==> src/rtl/mem_stage_pkg.sv <==
`default_nettype none
// ============================================================================
//  Module   : mem_stage_pkg
//  Purpose  : Shared encodings for the memory stage: store/load op codes,
//             FSM states, W-register bubble values and an op-decode helper.
//  Revision : 1.0
// ============================================================================
package mem_stage_pkg;

  // mem_storeM encoding
  localparam logic [1:0] c_ST_NONE = 2'd0;
  localparam logic [1:0] c_ST_SB   = 2'd1;
  localparam logic [1:0] c_ST_SH   = 2'd2;
  localparam logic [1:0] c_ST_SW   = 2'd3;

  // mem_loadM encoding; codes 6 and 7 decode as "no load"
  localparam logic [2:0] c_LD_NONE = 3'd0;
  localparam logic [2:0] c_LD_LB   = 3'd1;
  localparam logic [2:0] c_LD_LH   = 3'd2;
  localparam logic [2:0] c_LD_LW   = 3'd3;
  localparam logic [2:0] c_LD_LBU  = 3'd4;
  localparam logic [2:0] c_LD_LHU  = 3'd5;

  // Bus transaction FSM
  typedef enum logic [0:0] {
    IDLE = 1'b0,
    RESP = 1'b1
  } state_t;

  // Values loaded into W when M is stalled (pcW bubble is all-zero as well)
  localparam logic [31:0] c_BUBBLE_INST     = 32'h0000_0000;
  localparam logic [4:0]  c_BUBBLE_RD       = 5'd0;
  localparam logic [31:0] c_BUBBLE_RESULT   = 32'h0000_0000;
  localparam logic        c_BUBBLE_REGWRITE = 1'b0;
  localparam logic        c_BUBBLE_TRAP     = 1'b0;

  // True for the five real load encodings
  function automatic logic isLoadOp(input logic [2:0] ld);
    return (ld >= c_LD_LB) && (ld <= c_LD_LHU);
  endfunction

endpackage
`default_nettype wire

==> src/rtl/mem_stage_if.sv <==
`default_nettype none
// ============================================================================
//  Module   : mem_stage_if
//  Purpose  : Valid/ready data bus between the memory stage (master) and
//             the data memory (slave); load responses are one-cycle pulses.
//  Revision : 1.0
// ============================================================================
interface mem_stage_if;
  logic        dreq_valid;
  logic        dreq_ready;
  logic        dreq_we;
  logic [31:0] dreq_addr;
  logic [3:0]  dreq_be;
  logic [31:0] dreq_wdata;
  logic        drsp_valid;
  logic [31:0] drsp_rdata;

  modport master (
    output dreq_valid, dreq_we, dreq_addr, dreq_be, dreq_wdata,
    input  dreq_ready, drsp_valid, drsp_rdata
  );

  modport slave (
    input  dreq_valid, dreq_we, dreq_addr, dreq_be, dreq_wdata,
    output dreq_ready, drsp_valid, drsp_rdata
  );
endinterface
`default_nettype wire

==> src/rtl/mem_stage_load_align.sv <==
`default_nettype none
// ============================================================================
//  Module   : mem_stage_load_align
//  Purpose  : Selects the addressed byte/half lane of a load word and sign-
//             or zero-extends it to 32 bits. Purely combinational.
//  Revision : 1.0
// ============================================================================
module mem_stage_load_align
  import mem_stage_pkg::*;
(
  input  logic [31:0] i_rdata,
  input  logic [1:0]  i_off,
  input  logic [2:0]  i_memLoad,
  output logic [31:0] o_data
);

  logic [7:0]  w_byte;
  logic [15:0] w_half;

  // Lane selection by byte offset, then extension by load type
  always_comb begin
    w_byte = i_rdata[7:0];
    case (i_off)
      2'd1:    w_byte = i_rdata[15:8];
      2'd2:    w_byte = i_rdata[23:16];
      2'd3:    w_byte = i_rdata[31:24];
      default: w_byte = i_rdata[7:0];
    endcase
    w_half = i_off[1] ? i_rdata[31:16] : i_rdata[15:0];

    o_data = i_rdata;
    case (i_memLoad)
      c_LD_LB:  o_data = {{24{w_byte[7]}}, w_byte};
      c_LD_LH:  o_data = {{16{w_half[15]}}, w_half};
      c_LD_LBU: o_data = {24'h00_0000, w_byte};
      c_LD_LHU: o_data = {16'h0000, w_half};
      default:  o_data = i_rdata;
    endcase
  end

endmodule
`default_nettype wire

==> src/rtl/mem_stage.sv <==
`default_nettype none
// ============================================================================
//  Module   : mem_stage
//  Purpose  : Memory pipeline stage. Issues loads/stores on a valid/ready
//             bus, aligns store data, extends load data, stalls upstream
//             while a transaction is outstanding and registers M->W.
//  Revision : 1.0
// ============================================================================
module mem_stage
  import mem_stage_pkg::*;
#(
  parameter int PC_W = 13,
  parameter int XLEN = 32
) (
  input  logic            CLK,
  input  logic            RST_N,
  input  logic [PC_W-1:0] pcM,
  input  logic [31:0]     instM,
  input  logic [4:0]      rdM,
  input  logic [XLEN-1:0] resultM,
  input  logic [XLEN-1:0] reg_data2M,
  input  logic [1:0]      mem_storeM,
  input  logic [2:0]      mem_loadM,
  input  logic            reg_writeM,
  output logic            stallM,
  mem_stage_if.master     dbus,
  output logic [PC_W-1:0] pcW,
  output logic [31:0]     instW,
  output logic [4:0]      rdW,
  output logic [XLEN-1:0] resultW,
  output logic            reg_writeW,
  output logic            trapW
);

  state_t      r_state;
  logic [1:0]  w_off;
  logic        w_isStore;
  logic        w_isLoad;
  logic        w_memop;
  logic        w_misaligned;
  logic        w_reqValid;
  logic        w_respDone;
  logic [3:0]  w_be;
  logic [31:0] w_wdata;
  logic [31:0] w_loadData;

  // Op decode and alignment check; a store overrides any load encoding
  always_comb begin
    w_off        = resultM[1:0];
    w_isStore    = (mem_storeM != c_ST_NONE);
    w_isLoad     = !w_isStore && isLoadOp(mem_loadM);
    w_memop      = w_isStore || w_isLoad;
    w_misaligned = 1'b0;
    if (w_isStore) begin
      case (mem_storeM)
        c_ST_SH: w_misaligned = w_off[0];
        c_ST_SW: w_misaligned = (w_off != 2'd0);
        default: w_misaligned = 1'b0;
      endcase
    end else if (w_isLoad) begin
      case (mem_loadM)
        c_LD_LH, c_LD_LHU: w_misaligned = w_off[0];
        c_LD_LW:           w_misaligned = (w_off != 2'd0);
        default:           w_misaligned = 1'b0;
      endcase
    end
  end

  // Store lane enables and replicated write data; loads enable all lanes
  always_comb begin
    w_be    = 4'b1111;
    w_wdata = reg_data2M;
    case (mem_storeM)
      c_ST_SB: begin
        w_be    = 4'b0001 << w_off;
        w_wdata = {4{reg_data2M[7:0]}};
      end
      c_ST_SH: begin
        w_be    = w_off[1] ? 4'b1100 : 4'b0011;
        w_wdata = {2{reg_data2M[15:0]}};
      end
      default: ;
    endcase
  end

  // Request/stall generation; stores retire on accept, loads wait for data
  always_comb begin
    w_reqValid = 1'b0;
    w_respDone = 1'b0;
    stallM     = 1'b0;
    case (r_state)
      IDLE: begin
        w_reqValid = w_memop && !w_misaligned;
        stallM     = w_reqValid && !(w_isStore && dbus.dreq_ready);
      end
      RESP: begin
        w_respDone = dbus.drsp_valid;
        stallM     = !dbus.drsp_valid;
      end
      default: ;
    endcase
  end

  assign dbus.dreq_valid = w_reqValid;
  assign dbus.dreq_we    = w_isStore;
  assign dbus.dreq_addr  = {resultM[31:2], 2'b00};
  assign dbus.dreq_be    = w_be;
  assign dbus.dreq_wdata = w_wdata;

  mem_stage_load_align u_loadAlign (
    .i_rdata   (dbus.drsp_rdata),
    .i_off     (w_off),
    .i_memLoad (mem_loadM),
    .o_data    (w_loadData)
  );

  // Transaction FSM: an accepted load waits in RESP for its response pulse
  always_ff @(posedge CLK or negedge RST_N) begin
    if (!RST_N) begin
      r_state <= IDLE;
    end else begin
      case (r_state)
        IDLE:    if (w_reqValid && w_isLoad && dbus.dreq_ready) r_state <= RESP;
        RESP:    if (dbus.drsp_valid) r_state <= IDLE;
        default: r_state <= IDLE;
      endcase
    end
  end

  // M->W register: bubble while M is stalled, otherwise capture M
  always_ff @(posedge CLK or negedge RST_N) begin
    if (!RST_N) begin
      pcW        <= '0;
      instW      <= '0;
      rdW        <= '0;
      resultW    <= '0;
      reg_writeW <= 1'b0;
      trapW      <= 1'b0;
    end else if (stallM) begin
      pcW        <= '0;
      instW      <= c_BUBBLE_INST;
      rdW        <= c_BUBBLE_RD;
      resultW    <= c_BUBBLE_RESULT;
      reg_writeW <= c_BUBBLE_REGWRITE;
      trapW      <= c_BUBBLE_TRAP;
    end else begin
      pcW        <= pcM;
      instW      <= instM;
      rdW        <= rdM;
      resultW    <= w_respDone ? w_loadData : resultM;
      reg_writeW <= reg_writeM && !w_isStore && !w_misaligned;
      trapW      <= w_memop && w_misaligned;
    end
  end

endmodule
`default_nettype wire

==> src/flat_wrapper.sv <==
// flat-port wrapper written by rule: the top's interface ports become plain ports
module mem_stage_flat import mem_stage_pkg::*;
#(
  parameter int PC_W = 13,
  parameter int XLEN = 32
)
  (CLK, RST_N, pcM, instM, rdM, resultM, reg_data2M, mem_storeM, mem_loadM, reg_writeM, stallM, pcW, instW, rdW, resultW, reg_writeW, trapW, dbus_dreq_valid, dbus_dreq_we, dbus_dreq_addr, dbus_dreq_be, dbus_dreq_wdata, dbus_dreq_ready, dbus_drsp_valid, dbus_drsp_rdata);
  mem_stage_if dbus_i ();
  input  logic CLK;
  input  logic RST_N;
  input  logic [PC_W-1:0] pcM;
  input  logic [31:0] instM;
  input  logic [4:0] rdM;
  input  logic [XLEN-1:0] resultM;
  input  logic [XLEN-1:0] reg_data2M;
  input  logic [1:0] mem_storeM;
  input  logic [2:0] mem_loadM;
  input  logic reg_writeM;
  output logic stallM;
  output logic [PC_W-1:0] pcW;
  output logic [31:0] instW;
  output logic [4:0] rdW;
  output logic [XLEN-1:0] resultW;
  output logic reg_writeW;
  output logic trapW;
  output wire logic [$bits(dbus_i.dreq_valid)-1:0] dbus_dreq_valid;
  output wire logic [$bits(dbus_i.dreq_we)-1:0] dbus_dreq_we;
  output wire logic [$bits(dbus_i.dreq_addr)-1:0] dbus_dreq_addr;
  output wire logic [$bits(dbus_i.dreq_be)-1:0] dbus_dreq_be;
  output wire logic [$bits(dbus_i.dreq_wdata)-1:0] dbus_dreq_wdata;
  input wire logic [$bits(dbus_i.dreq_ready)-1:0] dbus_dreq_ready;
  input wire logic [$bits(dbus_i.drsp_valid)-1:0] dbus_drsp_valid;
  input wire logic [$bits(dbus_i.drsp_rdata)-1:0] dbus_drsp_rdata;
  assign dbus_dreq_valid = dbus_i.dreq_valid;
  assign dbus_dreq_we = dbus_i.dreq_we;
  assign dbus_dreq_addr = dbus_i.dreq_addr;
  assign dbus_dreq_be = dbus_i.dreq_be;
  assign dbus_dreq_wdata = dbus_i.dreq_wdata;
  assign dbus_i.dreq_ready = dbus_dreq_ready;
  assign dbus_i.drsp_valid = dbus_drsp_valid;
  assign dbus_i.drsp_rdata = dbus_drsp_rdata;
  mem_stage #(.PC_W(PC_W), .XLEN(XLEN)) u_core (.CLK(CLK), .RST_N(RST_N), .pcM(pcM), .instM(instM), .rdM(rdM), .resultM(resultM), .reg_data2M(reg_data2M), .mem_storeM(mem_storeM), .mem_loadM(mem_loadM), .reg_writeM(reg_writeM), .stallM(stallM), .dbus(dbus_i), .pcW(pcW), .instW(instW), .rdW(rdW), .resultW(resultW), .reg_writeW(reg_writeW), .trapW(trapW));
endmodule
==> config.mk <==
export PLATFORM = sky130hd
export DESIGN_NAME = mem_stage_flat
export DESIGN_NICKNAME = d
export VERILOG_FILES = /design/src/rtl/mem_stage_pkg.sv /design/src/rtl/mem_stage_if.sv /design/src/rtl/mem_stage_load_align.sv /design/src/rtl/mem_stage.sv /design/src/flat_wrapper.sv
export SDC_FILE = /design/constraint.sdc
export NUM_CORES = 1
export LEC_CHECK = 0
export CAP_MARGIN = 10
export CORE_MARGIN = 2
export CORE_UTILIZATION = 33
export CTS_CLUSTER_SIZE = 8
export DETAILED_ROUTE_END_ITERATION = 10
export PLACE_DENSITY = 0.84
export REMOVE_ABC_BUFFERS = 1
export SYNTH_ARGS = -nofsm -noshare
export SYNTH_HDL_FRONTEND = slang
export SYNTH_SLANG_ARGS = --single-unit
==> constraint.sdc <==
create_clock -name CLK -period 2.3 [get_ports CLK]
set_clock_uncertainty 0.15 [all_clocks]
set_input_delay 0.46 -clock CLK [delete_from_list [all_inputs] [get_ports CLK]]
set_output_delay 0.46 -clock CLK [all_outputs]
set_load 0.02 [all_outputs]
-- Word-level counts from Yosys, hierarchy flattened
Index checks and enable logic that the tools add are counted.
- word-level logic and storage cells: 63
- bits of input ports: 156
- register bits after elaboration: 85
- output and inout bits: 155
- reductions and logical operators: 18
- multiplexer cells: 23
- shift operators: 1
- bitwise gates (word level): 1
- $lt $le $gt $ge: 2
- equality and inequality tests: 11
- operators with widths (kind ; count):
    one-hot mux 32 bit (4 select lines) ; 1
    two-way mux 32 bit ; 3
    one-hot mux 32 bit (2 select lines) ; 1
    one-hot mux 8 bit (3 select lines) ; 1
    two-way mux 16 bit ; 1
    two-way mux 13 bit ; 1
    logical AND 1 bit ; 10
    equality test 2 bit, second input constant ; 4
    two-way mux 1 bit ; 8
    one-hot mux 1 bit (2 select lines) ; 4
    one-hot mux 4 bit (2 select lines) ; 1
    equality test 3 x 2 -> 1 bit, second input constant ; 2
    equality test 3 bit, second input constant ; 2
    two-way mux 5 bit ; 1
    equality test 2 x 1 -> 1 bit, second input constant ; 2
    logical NOT 1 bit ; 4
    two-way mux 4 bit ; 1
    nonzero test 2 bit ; 2
    left shift 1 x 2 -> 4 bit, first input constant ; 1
    equality test 3 x 1 -> 1 bit, second input constant ; 1
    greater-or-equal comparator 3 x 1 -> 1 bit, second input constant ; 1
    <= comparator 3 bit, second input constant ; 1
    OR reduction 2 bit ; 1
    logical OR 1 bit ; 1
    inverter 1 bit ; 1

-- Logic depth before layout (Yosys ltp)
- depth after elaboration: 12
- gate-level depth with buffers: 9
- gate-level depth less buffers: 8

-- Modules after synthesis
A second synthesis with hierarchy kept.
- cells, all modules: 622
- area total of the unflattened synthesis: 5886.9 sq um
- modules (own cells, without submodules) (module ; area an instance (sq um) ; times used ; cells an instance ; sequential area each (sq um)):
    mem_stage ; 4673.2 ; 1 ; 465 ; 2127.0
    mem_stage_load_align ; 1213.7 ; 1 ; 157 ; 0.0

-- Worst setup path after synthesis
Ideal clock, no wire load.
- path type: in2out
- start: input mem_storeM[0]
- end: output stallM
- stages on the path: 8
- buffers on the path: 1
- data required time: 1690 ps
- data arrival time: 1989 ps
- slack: -299 ps
- cells stage by stage: inv_1 -> ha_1 -> inv_1 -> o211ai_1 -> a221oi_4 -> nor2_8 -> inv_4 -> buf_6
- longest elaborated chain between the ends: 9
- elaborated cells on any way between the ends: 15
- those cells by class: 2 x eq/ne; 4 x mux; 9 x reduce/logical
- RTL lines (what ; RTL line ; source):
    start: declaration ; flat_wrapper.sv:16 ; input logic [1:0] mem_storeM;
    nonzero test 2 bit * ; mem_stage.sv:50 ; w_isStore = (mem_storeM != c_ST_NONE);
    net dbus_dreq_we ; flat_wrapper.sv:27 ; output wire logic [$bits(dbus_i.dreq_we)-1:0] dbus_dreq_we;
    logical NOT 1 bit ; mem_stage.sv:51 ; w_isLoad = !w_isStore && isLoadOp(mem_loadM);
    logical AND 1 bit ; mem_stage.sv:51 ;
    two-way mux 1 bit ; mem_stage.sv:60 ; end else if (w_isLoad) begin
    two-way mux 1 bit ; mem_stage.sv:54 ; if (w_isStore) begin
    logical NOT 1 bit ; mem_stage.sv:93 ; w_reqValid = w_memop && !w_misaligned;
    logical AND 1 bit ; mem_stage.sv:93 ;
    logical AND 1 bit * ; mem_stage.sv:94 ; stallM = w_reqValid && !(w_isStore && dbus.dreq_ready);
    one-hot mux 1 bit (2 select lines) * ; mem_stage.sv:91 ; case (r_state)
    end: declaration ; flat_wrapper.sv:19 ; output logic stallM;
Mark *: on every way through the listed nets, which the timed path passes. The rest lies on a longest branch.

-- Worst setup path after layout
- start: input mem_storeM[0]
- end: output stallM
- longest elaborated chain between the ends: 9
- elaborated cells on any way between the ends: 15
- those cells by class: 2 x eq/ne; 4 x mux; 9 x reduce/logical
- RTL lines (what ; RTL line):
    nonzero test 2 bit ; mem_stage.sv:50
    logical NOT 1 bit ; mem_stage.sv:51
    logical AND 1 bit ; mem_stage.sv:51
    two-way mux 1 bit ; mem_stage.sv:60
    two-way mux 1 bit ; mem_stage.sv:54
    logical NOT 1 bit ; mem_stage.sv:93
    logical AND 1 bit ; mem_stage.sv:93
    logical AND 1 bit * ; mem_stage.sv:94
    one-hot mux 1 bit (2 select lines) * ; mem_stage.sv:91
Every way passes the cells marked *; elsewhere a longest branch is shown, timed or not.

==> impl_metrics.json <==
{
  "vias": 4680,
  "yosysTopAreaCellShare": 0.4652,
  "leakagePower_nw": 3.602,
  "portBuffers": 308,
  "violations": "negative setup slack",
  "num_antenna_cells": 0,
  "drv_slew": 0,
  "final_core_util": 0.6042,
  "layout-drive-gt1-share": 0.1950,
  "ys_ff_latch": 85,
  "grt_pass1_vias": 4660,
  "synthToLayoutAreaGrowth_pct": 81.31,
  "grt_setup_unrepaired": "yes",
  "ant_nets": 0,
  "min_period_ps": 2322,
  "coreArea_um2": 13720,
  "grt_pass1_wl_mm": 24.93,
  "hold_class": "primary input to async pin",
  "ios": 311,
  "synth_common_cells": "dfrtp_1 (85), and2_1 (53), buf_4 (41), a21oi_1 (34)",
  "synth_edf_count": 0,
  "worstMarginPinSlew_ps": 602.5,
  "synth_largest_area_cell": "dfrtp_1",
  "cap_violations": 0,
  "num_rows": 43,
  "yosysMostFrequentCell": "dfrtp_1",
  "wirelength_mm": 16.97,
  "tritoncts": "done",
  "clk_pin_slew_ps": 70,
  "pre_cts_slack_ps": -1028,
  "period_share": 1.010,
  "post_drt_wl_per_cell_um": 17.40,
  "ctsHtreeMaxLevel": 3,
  "grt_use_total": 0.2212,
  "ys.warnings.count": 0,
  "via_per_inst": 4.800,
  "cts.root.buffer_cell": "clkbuf_16",
  "drc": 0,
  "ir_worst_vdd_v": 0.0003051,
  "clk_latency_ps": 330,
  "cts_buffer_depth": 2,
  "cts_sinks": 85,
  "die_width_um": 121.7,
  "dieArea_um2": 14810,
  "dp_hpwl_mm": 13.68,
  "gp_congestion": 0.8292,
  "ys_async_sr_fraction": 1.000,
  "start_kind": "primary input",
  "status": "finished, violations left",
  "drtIter0Drc": 275,
  "slew-limit-headroom": 0.5983,
  "die_h_um": 121.7,
  "synth.avg_cell_area_um2": 9.686,
  "final_hold_viol_count": 0,
  "layout.nets": 950,
  "ys_top_cells_by_area": "dfrtp_1 (47%), and2_1 (7.3%), buf_4 (6.7%)",
  "cp.required_ps": 1690,
  "seq_area_frac_synth": 0.4652,
  "antenna_found_initial": 0,
  "syn_inst": 472,
  "drt_first_pass_iters": 4,
  "grt_overflow": 0,
  "worst_slack_ps": -21.86,
  "setup.worst_path.class": "primary input to output pin",
  "start_util": 0.3332,
  "timing.fmax_mhz": 430.7,
  "synthDistinctLibCells": 48,
  "crit_fanout": 2,
  "grt_start_max_net_pins": 51,
  "critPathCaptureType": "output pin",
  "arrival_ps": 1710,
  "synth_area_um2": 4572,
  "numCtsBuffers": 9,
  "powerDensity_nw_per_um2": 592.0,
  "setup_viol": 1,
  "dominantRegCellSynth": "dfrtp_1"
}
-- state kept, by name (all words and copies together) (netlist names) --
name / flops
u_core.rdW: 5
u_core.reg_writeW: 1
u_core.trapW: 1
u_core.instW: 32
u_core.r_state: 1
u_core.pcW: 13
u_core.resultW: 32
-- cell families after synthesis --
group	Yosys count	share of synthesized area
AOI/OAI and AO/OA	137	0.2050
other	1	0.0008202
DFF	85	0.4652
muxes	10	0.02271
adders and majority gates	5	0.01314
and+or+nand+nor	142	0.1678
buffers and inverters	91	0.1234
xor gates and xnor gates	1	0.001916
-- placed cells by master, fill, tap and decap left out, types with 3 or more instances in the layout --
cell type	instances
a211oi_1	15
a21oi_1	31
a21oi_2	4
a22o_1	8
a22oi_1	7
a22oi_2	3
and2_1	52
buf_12	3
buf_2	19
buf_4	67
buf_6	6
clkbuf_16	9
clkdlybuf4s15_1	3
clkdlybuf4s15_2	8
clkdlybuf4s50_1	264
clkinvlp_4	3
dfrtp_1	85
dlygate4sd2_1	5
ha_4	3
inv_1	15
mux2_2	3
mux2i_1	7
nand2_1	32
nand2b_1	11
nand4_1	6
nor2_1	24
o211ai_1	9
o21ai_0	30
o22ai_1	15
-- per-stage QoR --
stage	setup TNS [ps]	hold WS, ps	std cells	instance area (µm²)	power, W
final	-21.86	380.4	975	8289	0.004907
after global routing	-87.48	386.7	975	8289	0.005136
after CTS	-28.20	372.6	975	8279	0.004956
after detailed placement	-67560	188.9	957	7948	0.003512
after global placement	-59130	189.2	957	7948	0.003482
after floorplan	-4942	14.41	400	4081	0.002372
-- power by group --
part / total [W] / switching (W) / internal, W
registers: 0.00170 / 0.0000456 / 0.00165
logic: 0.00176 / 0.000877 / 0.000884
clock network: 0.00145 / 0.000599 / 0.000849
-- repair_timing --
item,in CTS,in global routing
hold buffers,1,0
endpoints found under the setup margin,119,12
pin swaps,8,2
gates resized for setup,155,19
buffers inserted,1,0
hold endpoints to repair,14,0
-- final cells by class --
class                   instances  area, µm²
clock buffers                  10      229.0
clock inverters                 6      70.07
fillers                      1152       5430
inverters                      18      70.07
multi-input cells             297       2003
flip-flops and latches         85       2127
well taps                     180      225.2
repair buffers                379       3565
-- path summary, 6_finish.rpt --
| path | startpoint | to | slack (ps) | cells after the start |
|---|---|---|---|---|
| max | mem_storeM[0] | stallM | -20 | 9 |
| max reg2reg | u_core.r_state$_DFF_PN0_ | u_core.resultW[5]$_DFF_PN0_ | 400 | 6 |
| min | RST_N | u_core.pcW[2]$_DFF_PN0_ | 380 | 2 |
| min reg2reg | u_core.r_state$_DFF_PN0_ | u_core.r_state$_DFF_PN0_ | 530 | 1 |
| max in group asynchronous | RST_N | u_core.instW[6]$_DFF_PN0_ | 1060 | 3 |
| min in group CLK | reg_writeM | u_core.reg_writeW$_DFF_PN0_ | 500 | 3 |
-- layer usage --
layer  global-route usage  wire (µm)  vias up
met5                    0          0        -
met4              0.07256        375        0
li1                     -          -     2227
met2               0.4196       9185      224
met3              0.06086       1330       27
met1               0.2353       6078     2202
-- worst max-delay path, cell delays in order --
cell	delay, ps
buf_2	120
buf_6	120
ha_4	150
a21oi_2	100
o211ai_1	130
a221oi_4	390
nor2_8	60
inv_4	60
buf_6	100
No activity file was read; power rests on OpenSTA's default activity.
